File: src/rtl/pe_pkg.sv
// Shared types and Q-format constants for the PE result path.
package pe_pkg;

  typedef enum logic [1:0] {
    GEMM = 2'b00,
    DIV  = 2'b01,
    EXP  = 2'b10,
    LOG  = 2'b11
  } gemm_uno_e;

  localparam int DEF_INT_BW = 5;
  localparam int DEF_FRA_BW = 10;
  localparam int DEF_MUL_BW = 1 + DEF_INT_BW + DEF_FRA_BW;
  localparam int DEF_ACC_BW = 32;
  localparam int DEF_DEPTH  = 4;

  localparam logic [DEF_MUL_BW-1:0] MUL_MAX = {1'b0, {(DEF_MUL_BW-1){1'b1}}};
  localparam logic [DEF_MUL_BW-1:0] MUL_MIN = {1'b1, {(DEF_MUL_BW-1){1'b0}}};

  typedef struct packed {
    logic [DEF_MUL_BW-1:0] data;
    gemm_uno_e             mode;
    logic                  sat;
  } drain_entry_t;

endpackage

File: src/rtl/drain_fifo.sv
// Synchronous FIFO of drain entries; a push while full is only accepted with a same-cycle pop.
module drain_fifo
  import pe_pkg::*;
#(
  parameter  int DEPTH = DEF_DEPTH,
  localparam int PTR_W = $clog2(DEPTH),
  localparam int CNT_W = $clog2(DEPTH + 1)
) (
  input  logic             clk,
  input  logic             rst_n,
  input  logic             clr_i,
  input  logic             push_i,
  input  drain_entry_t     wr_entry_i,
  input  logic             pop_i,
  output drain_entry_t     rd_entry_o,
  output logic             full_o,
  output logic             empty_o,
  output logic [CNT_W-1:0] count_o
);

  logic [PTR_W-1:0] wr_ptr_q, wr_ptr_d;
  logic [PTR_W-1:0] rd_ptr_q, rd_ptr_d;
  logic [CNT_W-1:0] count_q, count_d;
  logic             push_ok, pop_ok;
  drain_entry_t     mem_q [DEPTH];

  assign empty_o    = (count_q == '0);
  assign full_o     = (count_q == CNT_W'(DEPTH));
  assign count_o    = count_q;
  assign rd_entry_o = mem_q[rd_ptr_q];

  always_comb begin
    // NOTE: every always_comb output gets a default first so no path can infer a latch.
    wr_ptr_d = wr_ptr_q;
    rd_ptr_d = rd_ptr_q;
    count_d  = count_q;
    pop_ok   = pop_i & ~empty_o & ~clr_i;
    push_ok  = push_i & (~full_o | pop_ok) & ~clr_i;
    if (clr_i) begin
      wr_ptr_d = '0;
      rd_ptr_d = '0;
      count_d  = '0;
    end else begin
      if (push_ok) wr_ptr_d = wr_ptr_q + 1'b1;
      if (pop_ok)  rd_ptr_d = rd_ptr_q + 1'b1;
      case ({push_ok, pop_ok})
        2'b10:   count_d = count_q + 1'b1;
        2'b01:   count_d = count_q - 1'b1;
        default: count_d = count_q;
      endcase
    end
  end

  always_ff @(posedge clk or negedge rst_n) begin
    if (!rst_n) begin
      wr_ptr_q <= '0;
      rd_ptr_q <= '0;
      count_q  <= '0;
    end else begin
      wr_ptr_q <= wr_ptr_d;
      rd_ptr_q <= rd_ptr_d;
      count_q  <= count_d;
    end
  end

  // NOTE: storage has no reset; occupancy gates validity, so stale words are never observed.
  always_ff @(posedge clk) begin
    if (push_ok) mem_q[wr_ptr_q] <= wr_entry_i;
  end

endmodule

File: src/rtl/pe_out_drain.sv
// PE column drain: round-half-up requantize, saturate, buffer in a FIFO and flag drops.
module pe_out_drain
  import pe_pkg::*;
#(
  parameter  int INT_BW = DEF_INT_BW,
  parameter  int FRA_BW = DEF_FRA_BW,
  parameter  int MUL_BW = DEF_MUL_BW,
  parameter  int ACC_BW = DEF_ACC_BW,
  parameter  int DEPTH  = DEF_DEPTH,
  localparam int CNT_W  = $clog2(DEPTH + 1)
) (
  input  logic              clk,
  input  logic              rst_n,
  input  logic              clr_i,
  input  logic [1:0]        gemm_uno,
  input  logic              in_vld,
  input  logic [ACC_BW-1:0] in_data,
  output logic              out_vld,
  input  logic              out_rdy,
  output logic [MUL_BW-1:0] out_data,
  output logic [1:0]        out_mode,
  output logic              out_sat,
  output logic [CNT_W-1:0]  count_o,
  output logic              ovf_o,
  output logic [15:0]       sat_cnt_o
);

  if (MUL_BW != 1 + INT_BW + FRA_BW || MUL_BW != DEF_MUL_BW) begin : g_bad_cfg
    $error("pe_out_drain: MUL_BW must equal 1+INT_BW+FRA_BW and the package entry width");
  end

  localparam logic signed [ACC_BW:0] Q_HI = (ACC_BW+1)'(2 ** (MUL_BW - 1) - 1);
  localparam logic signed [ACC_BW:0] Q_LO = ~Q_HI;
  localparam logic signed [ACC_BW:0] HALF = (ACC_BW+1)'(2 ** (FRA_BW - 1));

  logic              s1_vld_q, s1_vld_d;
  drain_entry_t      s1_entry_q, s1_entry_d;
  logic              ovf_q, ovf_d;
  logic [15:0]       sat_cnt_q, sat_cnt_d;
  logic signed [ACC_BW:0] rnd_t, rnd_q;
  logic              sat_hi, sat_lo;

  drain_entry_t      head;
  logic              fifo_full, fifo_empty;

  // Sign-extend one bit so adding the half-LSB cannot wrap at the positive extreme.
  always_comb begin
    rnd_t  = $signed({in_data[ACC_BW-1], in_data}) + HALF;
    rnd_q  = rnd_t >>> FRA_BW;
    sat_hi = (rnd_q > Q_HI);
    sat_lo = (rnd_q < Q_LO);

    s1_entry_d      = '0;
    s1_entry_d.mode = gemm_uno_e'(gemm_uno);
    s1_entry_d.sat  = sat_hi | sat_lo;
    if (sat_hi)      s1_entry_d.data = MUL_MAX;
    else if (sat_lo) s1_entry_d.data = MUL_MIN;
    else             s1_entry_d.data = rnd_q[DEF_MUL_BW-1:0];
    s1_vld_d = in_vld & ~clr_i;

    ovf_d     = ovf_q | (s1_vld_q & fifo_full & ~out_rdy);
    sat_cnt_d = sat_cnt_q;
    if (s1_vld_q && s1_entry_q.sat && sat_cnt_q != 16'hFFFF) sat_cnt_d = sat_cnt_q + 1'b1;
    if (clr_i) begin
      ovf_d     = 1'b0;
      sat_cnt_d = '0;
    end
  end

  always_ff @(posedge clk or negedge rst_n) begin
    if (!rst_n) begin
      s1_vld_q   <= 1'b0;
      s1_entry_q <= '0;
      ovf_q      <= 1'b0;
      sat_cnt_q  <= '0;
    end else begin
      // NOTE: sequential state uses <= so every flop samples pre-edge values.
      s1_vld_q   <= s1_vld_d;
      s1_entry_q <= s1_entry_d;
      ovf_q      <= ovf_d;
      sat_cnt_q  <= sat_cnt_d;
    end
  end

  drain_fifo #(.DEPTH(DEPTH)) u_fifo (
    .clk        (clk),
    .rst_n      (rst_n),
    .clr_i      (clr_i),
    .push_i     (s1_vld_q),
    .wr_entry_i (s1_entry_q),
    .pop_i      (out_rdy),
    .rd_entry_o (head),
    .full_o     (fifo_full),
    .empty_o    (fifo_empty),
    .count_o    (count_o)
  );

  // Head fields read as zero when empty so reset/clear present clean outputs.
  assign out_vld   = ~fifo_empty;
  assign out_data  = out_vld ? MUL_BW'(head.data) : '0;
  assign out_mode  = out_vld ? head.mode : 2'b00;
  assign out_sat   = out_vld & head.sat;
  assign ovf_o     = ovf_q;
  assign sat_cnt_o = sat_cnt_q;

endmodule

File: config.mk
export PLATFORM = sky130hd
export DESIGN_NAME = pe_out_drain
export DESIGN_NICKNAME = d
export VERILOG_FILES = /design/src/rtl/pe_pkg.sv /design/src/rtl/drain_fifo.sv /design/src/rtl/pe_out_drain.sv
export SDC_FILE = /design/constraint.sdc
export NUM_CORES = 1
export LEC_CHECK = 0
export ABC_CLOCK_PERIOD_IN_PS = 4100
export CAP_MARGIN = 20
export CORE_MARGIN = 1
export CORE_UTILIZATION = 25
export DETAILED_ROUTE_END_ITERATION = 6
export PLACE_DENSITY = 0.53
export SKIP_CTS_REPAIR_TIMING = 1
export SLEW_MARGIN = 20
export SYNTH_ARGS = -nofsm -noshare
export SYNTH_HDL_FRONTEND = slang
export SYNTH_SLANG_ARGS = --single-unit
export TNS_END_PERCENT = 10
File: constraint.sdc
create_clock -name clk -period 4.1 [get_ports clk]
set_input_delay 1.23 -clock clk [delete_from_list [all_inputs] [get_ports clk]]
set_output_delay 1.23 -clock clk [all_outputs]
set_load 0.01 [all_outputs]
==> metrics.md <==
| Metric | Value |
|---|---|
| Placed Area | 6660 um2 |
| RSZ-0062 raised after global routing | false |
| Synth cell types | 49 |
| Final ANT Viol Nets | 0 |
| Layer with the highest usage | met2 |
| CP Launch Point | u_fifo.count_o[0] |
| Setup CP Type | register to output pin |
| Port Buffers | 69 |
| Final Cell Area | 7250 um2 |
| Die width | 152 um |
| Area Growth Syn to Fin | 28.5% |
| Top cell type's share of synthesized area | 0.404 |
| Fin crit period | about 3600 ps |
| R2R Path End | u_fifo.count_o[2] |
| CTS tree | done |
| Clk buf depth | 2 |
| H-Tree Depth | 4 |
| Most frequent cells in the layout | edfxtp_1, clkdlybuf4s50_1, dfrtp_1, nor2_1 |
| Fmax achieved | 278 MHz |
| Worst-path clk slew | 60 ps |
| R2R Setup Slk | 1540 ps |
| Layout cells sized above 1 | 0.162 |
| Max-slew violations | 0 |
| Area of the multi-input gates | 2120 um2 |
| Ports | 79 |
| Syn_area_per_cell | 13.3 um2 |
| DP Wirelength | ~8000 um |
| GR Util met3 | 0.0247 |
| Total number of vias | 3617 |
| Core Util, Final | 0.330 |
| Number of synthesized flops with an enable pin | 76 |
| DRC violations left | 3 |
| Final Hold Viols | 0 |
| Top post-synthesis cells by area | edfxtp_1, dfrtp_1, mux4_2 |
| Die Y-Extent | 152 um |
| Worst-skew pair later-pin latency | 400 ps |
| Worst Reg-to-Reg Cells | 6 |
| DR iter-0 viols | approximately 190 |
| Largest net degree at the start of global routing | 45 |
| Crit path DAT | ~2400 ps |
| Final setup viols | 0 |
| Static leakage | 2.48 nW |
| Routed len/inst | about 15 um |
| Number of diodes | 0 |
| Critical path endpoint | out_data[8] |
| Synthesized area | 5650 um2 |
| Worst EP required | 2870 ps |
| Crit path capture type | output pin |
| Initial antenna violation count | 0 |
| Failing checks | DRC |
| DR vias/cell | 4.53 |
| Number of buffers created by CTS | 17 |
| FF+latch count, synth | 120 |
| Layout fillers | 2117 |
| Hold WS | about 490 ps |
| Worst slew pin tran | 650 ps |
| GPL Wtd Cong | between 0.8 and 0.9 |
| Clock Sinks | 120 |
| RR Startpoint | u_fifo.count_o[0] |
| Synth Instances | 426 |
| Cell taking the most area after synthesis | edfxtp_1 |
| Die area | 23200 um2 |
| Met2 usage | 0.183 |
| Main synth FF type | edfxtp_1 |
| Tot GR Track Use | 0.109 |
| Post-Route WL | ~12000 um |
| Status | finished with violations |
| DRT Pass-1 Iters | 7 |
| Vias in the first global route | 3713 |
| Post-synthesis async set-or-reset flop share | 0.367 |
| Most common cell after layout, fill and taps aside | edfxtp_1 |
| Core ar. | 22000 um2 |
| Crit share post-route | 0.878 |
| Setup TNS | 0 ps |
| Final nets | 552 |
| Clk_skew | 11.5 ps |
| Routing usage on met1 | 0.136 |
| Synth warn | 0 |
| FF+latch area | between 3000 and 4000 um2 |
| FP Rows | 54 |
| Global-route wire length before repair | 19600 um |
| Post-Syn Nets | between 400 and 500 |
| Critical Path Fanout Max | 23 |
| Peak supply drop | 0.000263 V |
| Hold Path Class | register to register |
| Initial Util | 0.257 |
| Sequential share of the synthesized area | 0.599 |
| Root buf cell | clkbuf_16 |
| Cell Pwr Density | 434 nW/um2 |
| Overflow after GRT | 0 |
| MaxCap Viol Count | 0 |
| Worst slew margin | 0.564 |
| CP startpoint kind | register |
## state kept, by name, summed over array words and instances (netlist names)
| register | cells |
|---|---|
| ovf_o | 1 |
| s1_entry_q | 19 |
| s1_vld_q | 1 |
| sat_cnt_o | 16 |
| u_fifo.count_o | 3 |
| u_fifo.mem_q | 76 |
| u_fifo.rd_ptr_q | 2 |
| u_fifo.wr_ptr_q | 2 |
## metrics by stage
step	std cells	setup WS, ps	total power, mW
floorplan	426	1140	1.57
global placement	767	247	1.74
detailed placement	767	152	1.75
CTS	799	398	3.19
global route	799	269	3.27
finish	799	499	3.15
## cell families after synthesis
family,after synthesis,share of synthesized area
and+or+nand+nor,150,0.148
DFF,120,0.599
AOI/OAI and AO/OA,61,0.0709
xor gates and xnor gates,42,0.0652
buffers and inverters,27,0.0244
muxes,19,0.0758
adders and majority gates,7,0.0168
## critical path, stage by stage, from the launching register on
cell	delay, ps
dfrtp_1	490
or3_1	710
and2_1	260
clkdlybuf4s50_1	510
## Yosys cell counts (2+ instances only)
cell type  number
buf_2           2
nor3b_1         2
mux4_2         19
and4_2          2
nand4_4         2
nand4_1         6
o211ai_1        2
and2_2          2
nand3_1        15
or3_1           2
a211oi_1        3
o22ai_1         5
nand2b_1        3
a21oi_2        10
nor2_1         36
a21oi_1        18
xnor2_1        19
nor4_1          4
xor2_1         23
clkbuf_1       11
nand2_1        26
edfxtp_1       76
and4_1          6
o21ai_0        11
and2_1         26
dfrtp_1        44
a31oi_1         4
nor2b_1         3
inv_1           8
buf_6           4
nor3_1          9
ha_1            6
## final cells by class
class,instances,area share
Inverter,8,0.00414
Clock inverter,12,0.0159
Tap cell,280,0.0483
Clock buffer,20,0.0659
Multi-Input combinational cell,279,0.293
Sequential cell,120,0.467
Timing Repair Buffer,80,0.106
## where the power goes
part	switching (mW)	leakage (nW)	internal [mW]
sequential	0.0274	1.23	1.32
combinational	0.179	0.963	0.191
clock	0.521	0.285	0.907
total	0.727	2.48	2.42
## worst min-delay path by stage
stage | start | cells after the start | end | slack, ps
global placement | s1_entry_q[2] | 0 | u_fifo.mem_q[0][2] | 460
global route | s1_entry_q[7] | 0 | u_fifo.mem_q[2][7] | 510
finish | s1_entry_q[1] | 0 | u_fifo.mem_q[1][1] | 490
detailed placement | s1_entry_q[8] | 0 | u_fifo.mem_q[3][8] | 480
floorplan | s1_entry_q[10] | 0 | u_fifo.mem_q[0][10] | 450
CTS | s1_entry_q[17] | 0 | u_fifo.mem_q[3][17] | 490
## per-layer routing
layer | up-vias | share of wire
met1 | 1809 | 0.45
met4 | 0 | 0.010
met5 | - | 0
met3 | 8 | 0.040
li1 | 1734 | -
met2 | 66 | 0.50
Note: power is estimated with default switching activity, not from simulation.
